<file path="src/rtl/opb_register_simulink2ppc_latched.sv">
// Fabric-to-PPC OPB register: latches a user word, exposes DATA/STATUS words, one-cycle ack.
// Ack one cycle after select; no back-pressure to fabric beyond the user_new_pending flag.
module opb_register_simulink2ppc_latched #(
  parameter int          C_OPB_AWIDTH = 32,
  parameter int          C_OPB_DWIDTH = 32,
  parameter logic [31:0] C_BASEADDR   = 32'h01010300,
  parameter logic [31:0] C_HIGHADDR   = 32'h010103FF,
  parameter              C_FAMILY     = "virtex6"
) (
  input  logic                      OPB_Clk,
  input  logic                      OPB_Rst_n,
  input  logic [0:C_OPB_AWIDTH-1]   OPB_ABus,
  input  logic [0:3]                OPB_BE,
  input  logic [0:C_OPB_DWIDTH-1]   OPB_DBus,
  input  logic                      OPB_RNW,
  input  logic                      OPB_select,
  input  logic                      OPB_seqAddr,
  output logic [0:C_OPB_DWIDTH-1]   Sl_DBus,
  output logic                      Sl_errAck,
  output logic                      Sl_retry,
  output logic                      Sl_toutSup,
  output logic                      Sl_xferAck,
  input  logic [31:0]               user_data_in,
  input  logic                      user_data_valid,
  output logic                      user_new_pending
);

  typedef enum logic [1:0] {IDLE, ACK, HOLD} state_t;

  state_t            state_q, state_d;
  logic [31:0]       data_q, data_d;
  logic              new_data_q, new_data_d;
  logic [7:0]        ovr_cnt_q, ovr_cnt_d;
  logic [31:0]       rd_dat_q, rd_dat_d;
  logic              rnw_q, rnw_d;
  logic              wsel_q, wsel_d;

  logic              hit;
  logic              addr_wsel;
  logic [31:0]       status_word;
  logic              data_rd_clr;
  logic              status_wr_clr;
  logic              unused_ok;

  // Byte enables, write data, seqAddr and family carry no function here.
  assign unused_ok = ^{OPB_BE, OPB_DBus, OPB_seqAddr, (C_FAMILY == "virtex6")};

  assign hit         = OPB_select && (OPB_ABus >= C_BASEADDR) && (OPB_ABus <= C_HIGHADDR);
  assign addr_wsel   = OPB_ABus[C_OPB_AWIDTH-3];
  assign status_word = {16'h0000, ovr_cnt_q, 7'b0000000, new_data_q};

  // Software side effects apply on the edge leaving ACK, using the latched access type.
  assign data_rd_clr   = (state_q == ACK) &&  rnw_q && !wsel_q;
  assign status_wr_clr = (state_q == ACK) && !rnw_q &&  wsel_q;

  always_comb begin
    state_d  = state_q;
    rd_dat_d = 32'h0;
    rnw_d    = rnw_q;
    wsel_d   = wsel_q;
    case (state_q)
      IDLE: begin
        if (hit) begin
          state_d = ACK;
          rnw_d   = OPB_RNW;
          wsel_d  = addr_wsel;
          if (OPB_RNW) rd_dat_d = addr_wsel ? status_word : data_q;
        end
      end
      ACK:     state_d = HOLD;
      HOLD:    if (!OPB_select) state_d = IDLE;
      default: state_d = IDLE;
    endcase
  end

  // A fabric capture on the same edge as a software clear wins for new_data.
  always_comb begin
    data_d     = data_q;
    new_data_d = new_data_q;
    ovr_cnt_d  = ovr_cnt_q;
    if (data_rd_clr || status_wr_clr) new_data_d = 1'b0;
    if (status_wr_clr) begin
      ovr_cnt_d = 8'h00;
    end else if (user_data_valid && new_data_q && !data_rd_clr && (ovr_cnt_q != 8'hFF)) begin
      ovr_cnt_d = ovr_cnt_q + 8'd1;
    end
    if (user_data_valid) begin
      data_d     = user_data_in;
      new_data_d = 1'b1;
    end
  end

  always_ff @(posedge OPB_Clk) begin
    if (!OPB_Rst_n) begin
      state_q    <= IDLE;
      data_q     <= 32'h0;
      new_data_q <= 1'b0;
      ovr_cnt_q  <= 8'h00;
      rd_dat_q   <= 32'h0;
      rnw_q      <= 1'b0;
      wsel_q     <= 1'b0;
    end else begin
      state_q    <= state_d;
      data_q     <= data_d;
      new_data_q <= new_data_d;
      ovr_cnt_q  <= ovr_cnt_d;
      rd_dat_q   <= rd_dat_d;
      rnw_q      <= rnw_d;
      wsel_q     <= wsel_d;
    end
  end

  // rd_dat_q is only loaded on the IDLE->ACK edge, so it is zero outside the ACK cycle.
  assign Sl_DBus          = rd_dat_q;
  assign Sl_xferAck       = (state_q == ACK);
  assign Sl_errAck        = 1'b0;
  assign Sl_retry         = 1'b0;
  assign Sl_toutSup       = 1'b0;
  assign user_new_pending = new_data_q;

endmodule

</file>
<file path="config.mk">
export PLATFORM = sky130hd
export DESIGN_NAME = opb_register_simulink2ppc_latched
export DESIGN_NICKNAME = d
export VERILOG_FILES = /design/src/rtl/opb_register_simulink2ppc_latched.sv
export SDC_FILE = /design/constraint.sdc
export NUM_CORES = 1
export LEC_CHECK = 0
export ABC_AREA = 1
export BUFFER_PORTS_ARGS = -buffer_cell sky130_fd_sc_hd__clkbuf_2
export CAP_MARGIN = 20
export CORE_MARGIN = 8
export CORE_UTILIZATION = 42
export CTS_BUF_LIST = sky130_fd_sc_hd__clkbuf_8
export CTS_CLUSTER_DIAMETER = 100
export DETAILED_ROUTE_END_ITERATION = 6
export GPL_ROUTABILITY_DRIVEN = 0
export MAX_ROUTING_LAYER = met4
export PLACE_DENSITY = 0.77
export REMOVE_ABC_BUFFERS = 1
export SYNTH_ARGS = -nofsm -noshare
export SYNTH_HDL_FRONTEND = slang
export SYNTH_SLANG_ARGS = --single-unit
export TNS_END_PERCENT = 100
</file>
<file path="constraint.sdc">
create_clock -name OPB_Clk -period 1.3 [get_ports OPB_Clk]
set_input_delay 0.065 -clock OPB_Clk [delete_from_list [all_inputs] [get_ports OPB_Clk]]
set_output_delay 0.065 -clock OPB_Clk [all_outputs]
set_load 0.005 [all_outputs]
</file>
Yosys cells after proc, flatten, opt, wreduce, memory -nomap -nowiden
Cells that the tools add are included.
- div/mod/pow operators: 0
- shift-type cells: 0
- mux-type cells: 6
- reductions and logical operators: 20
- order comparisons: 2
- add/sub/neg operators: 1
- bitwise logic cells: 4
- equality and inequality tests: 5
- $mul: 0
- operators with widths (operator ; number):
    $ge 32x25->1 const B ; 1
    $le 32x25->1 const B ; 1
    $mux 16 ; 1
    $logic_and 1x1->1 ; 9
    $add 8x1->8 const B ; 1
    $ne 8x8->1 const B ; 1
    $pmux 2 s3 ; 1
    $reduce_or 5->1 ; 1
    $mux 2 ; 2
    $ne 2x2->1 const B ; 2
    $not 1->1 ; 4
    $reduce_and 2->1 ; 2
    $reduce_and 4->1 ; 1
    $logic_not 1->1 ; 3
    $eq 2x1->1 const B ; 1
    $eq 2x2->1 const B ; 1
    $logic_not 2->1 ; 1
    $mux 1 ; 2
    $reduce_bool 2->1 ; 1
    $reduce_or 2->1 ; 1
    $logic_or 1x1->1 ; 1
- bits in writable memories: 0
- register bits: 77
- memory bits (read-only): 0
- memories kept: 0
- bits of input ports: 106
- output and inout port bits: 37
- word-level logic and storage cells: 46
- latch bits: 0

Longest topological paths before layout
- depth after elaboration: 6
- depth in mapped cells: 9
- gate-level depth less buffers: 9

Worst setup path after synthesis
OpenSTA, ideal clock, no wires.
- kind: flip-flop to flip-flop
- start: reg ovr_cnt_q[0]
- end: reg ovr_cnt_q[0]
- path slack: 0.082 ns
- data required time: 1.229 ns
- cell stages (with the launch flop): 8
- clock period less this slack: 1.218 ns
- path buffers: 0
- library setup time: 0.071 ns
- arrival time: 1.147 ns
- path through: dfxtp_1 -> ha_1 -> nand2_1 -> nor2_2 -> nand2_1 -> nand2_2 -> nand2_1 -> a21oi_1
- word-level cells in the longest chain between the ends: 2
- elaborated cells on any way between the ends: 3
- classes of those cells: 1 x add/sub; 1 x eq/ne; 1 x reduce/logical
- ends and longest elaborated chain (element ; RTL line ; RTL):
    start: declaration ; 33 ; logic [7:0] ovr_cnt_q, ovr_cnt_d;
    start signal: assignment ; 106 ; ovr_cnt_q <= ovr_cnt_d;
    branches (longest 2 deep; another with $add 8x1->8) ; n/a ;
Several ways; the timed one is not identified.
A chain may end at the register's enable or synchronous reset.

Final worst setup path
- start: reg state_q[1]
- end: reg rd_dat_q[29], in the netlist Sl_DBus[2]
- word-level cells in the longest chain between the ends: 3
- ends and longest elaborated chain (element ; RTL line ; RTL):
    start: declaration ; 30 ; state_t state_q, state_d;
    start signal: assignment ; 103 ; state_q <= state_d;
    $logic_not 2->1 ; 61 ; case (state_q)
    $not 1->1 (no source line) ; n/a ;
    $reduce_or 5->1 (no source line) ; n/a ;
    end signal: assignment ; 107 ; rd_dat_q <= rd_dat_d;
    end: declaration ; 34 ; logic [31:0] rd_dat_q, rd_dat_d;
No other way between the ends.

==> impl_metrics.tcl <==
set metrics [dict create \
    status "finished, violations left" \
    violations "negative setup slack" \
    path_class "reg2reg" \
    num_vias 2620 \
    worstReg2RegEnd "Sl_DBus[2]" \
    synth.yosys.warnings 0 \
    crit_path_end "Sl_DBus[2]" \
    hold_viol_final 0 \
    final_min_period_over_clock_period_pct 100 \
    drc 0 \
    cellLeakagePower_nw 1.88 \
    clockBufferDepth 2 \
    diodes 0 \
    antenna_found_initial 0 \
    crit_path_start_kind "register" \
    cp_data_required_time_ps 1590 \
    drt_iter0_markers 57 \
    reg2reg_depth 8 \
    max_freq_ghz 0.765 \
    crit_path_start "state_q[1]" \
    start_util_pct 42.9 \
    power_density_nw_per_um2 1110 \
    ys_ff_latch 77 \
    slew_viol_final 0 \
    path_max_fanout 11 \
    numCtsBuffers 9 \
    worstSetupPathDepth 8 \
    setup_ws_ps -6.50 \
    drive_gt1_share_pct 35.8 \
    wire_per_inst_um 12.6 \
    dp_cells 519 \
    worstPathCellList "nor2_2 > nand2_1 > nor2_1 > nand2_2 > nor2_4 > nand4_4 > clkbuf_16 > nor2_2" \
    syn_inst 348 \
    area_delta_synth_final_pct 41.8 \
    avgSynthCellArea_um2 8.23 \
    core-area_um2 6680 \
    end_kind "register" \
    first_global_vias 2636 \
    clk_latency_ps 350 \
    pwr-share-comb_pct 8.9 \
    critical-path-top-delay-family "simple AND/OR/NAND/NOR gates" \
    place_ws_ps -29.3 \
    grt_max_degree 57 \
    switchingPower_w 0.00109 \
    dieArea_um2 9720 \
    wl_mm 7.12 \
    ys_types 25 \
    overflow 0 \
    cts_tree "built" \
    cts_root_buf "clkbuf_8" \
    synth_ff_type "dfxtp_1" \
    p_clk_share_pct 36.6 \
    ctsHtreeMaxLevel 3 \
    cts.clk_slew.worst_paths_ps 80 \
    die_h_um 98.6 \
    hold_path_class "in2reg" \
    io_pins 143 \
    dr.pass1.iters 4 \
    ant_nets 0 \
    ir_drop_uv 887 \
    maxCapViolations 0 \
    clock_sinks 77 \
    p_int_w 0.00342 \
    hpwl_mm 4.76 \
    netlist_area_um2 2870 \
    synth_edf_count 0 \
    yosysSeqAreaShare_pct 53.8 \
    swShare_pct 24.2 \
    finalClockSkew_ps 6.71 \
    power.total_w 0.00451 \
    critPathMaxStageDelay_ps 340 \
    critical_path_buf_inv_count 1 \
    via_per_inst 4.65 \
    grtUsageTotal_pct 14.7 \
    layout_commonest_cell "clkbuf_2" \
    r2r_setup_slack_ps -6 \
    cpMostUsedCell "nor2_2" \
    setup-violations-final 3 \
    fin_nets 585 \
    min_period_ps 1310 \
    r2r-start "state_q[1]" \
    rsz0062_at_grt "true" \
    async_reset_ff_share_pct 0 \
    layout_common_cells "95 x clkbuf_2, 73 x dfxtp_1, 45 x inv_1" \
    crit_slowest_cell "dfxtp_2" \
    layout.cells.non_filler 563 \
    grt_pass1_wl_mm 11.3 \
    die_x_um 98.6 \
    rows 30 \
    seqPwrFrac_pct 54.4 \
    io_buffers 95 \
    cp.arrival_ps 1590 \
]
## how the worst min path moves through the flow
stage / start / to / slack (ps) / cells past startpoint
after floorplan: OPB_ABus[29] / wsel_q / 170 / 2
after global placement: user_data_in[15] / data_q[15] / 290 / 3
after detailed placement: user_data_in[9] / data_q[9] / 290 / 3
after CTS: user_data_in[4] / data_q[4] / 3 / 3
after global routing: user_data_in[25] / data_q[25] / 20 / 3
final: user_data_in[4] / data_q[4] / 20 / 3
## Yosys cell counts (2+ instances only)
cell,instances,share of area (%)
dfxtp_1,77,54
nor2_1,48,6.3
inv_1,45,5.9
nand2_1,44,5.8
o21ai_0,34,5.9
a21oi_1,32,5.6
nor2_2,22,4.8
mux2i_1,9,3.1
clkbuf_1,8,1.0
nand3_1,5,0.87
buf_2,4,0.70
xor2_1,4,1.2
buf_4,3,0.79
buf_6,2,0.79
## cells by family (layout without fill, tap and decap cells)
logic type | Yosys count | after routing | share of synthesized area [%]
AND/OR/NAND/NOR | 125 | 126 | 19.8
flip-flops | 77 | 77 | 53.8
AO/OA/AOI/OAI | 68 | 68 | 12.1
buffers and inverters | 63 | 195 | 9.34
multiplexers | 9 | 9 | 3.14
XOR/XNOR | 4 | 4 | 1.22
adder cells (fa/ha/maj) | 1 | 1 | 0.437
other | 1 | 3 | 0.131
## area by class of cell
type                            instances  area (µm²)
Timing Repair Buffer                  133         876
Clock inverter                          5        33.8
Clock buffer                           11         151
Sequential cell                        77        1550
Multi-Input combinational cell        211        1180
Fill cell                             566        2620
Tap cell                               80         100
Inverter                               46         173
## stage by stage
step / utilization, % / hold slack [ps] / area [µm²] / TNS [ps]
2_1_floorplan: - / 168 / 2780 / 0
6_report: 60.8 / 16.7 / 4060 / -15.8
3_3_place_gp: 51.8 / 289 / 3460 / 0
3_5_place_dp: 51.8 / 294 / 3460 / -50.0
5_1_grt: 60.8 / 24.0 / 4060 / -1540
4_1_cts: 58.0 / 2.86 / 3880 / -28.7
## state kept, by name, indices dropped and copies added, names as in the netlist
register and flops:
Sl_DBus 32, data_q 32, ovr_cnt_q 8, rnw_q 1
state_q 2, user_new_pending 1, wsel_q 1
## layer usage
metal	wire, µm	vias up	track usage [%]
met5	0	-	-
met1	2870	1195	14.2
li1	-	1348	-
met2	3800	71	26.6
met4	57	0	5.19
met3	391	6	5.29
## power by group through the flow
stage          Sequential [W]  Clock (W)  Combinational [W]
6_report              0.00245    0.00165           0.000404
5_1_grt               0.00246    0.00180           0.000456
2_1_floorplan         0.00250          0           0.000161
4_1_cts               0.00245    0.00170           0.000388
3_3_place_gp          0.00251          0           0.000322
3_5_place_dp          0.00251          0           0.000331
## worst register-to-register path, delay by kind of cell, from the launching register on
kind          cells  cell delay, ps
buf+inv           1             230
simple gates      7             670
flops             1             340
## what timing repair did
item,CTS,global route
hold buffers,22,0
cloned,0,3
setup endpoints to repair,10,35
pin swaps,1,2
endpoints found under the hold margin,22,0
buffers inserted,0,3
resized for setup,3,29
Power figures use the tool's default switching activity.
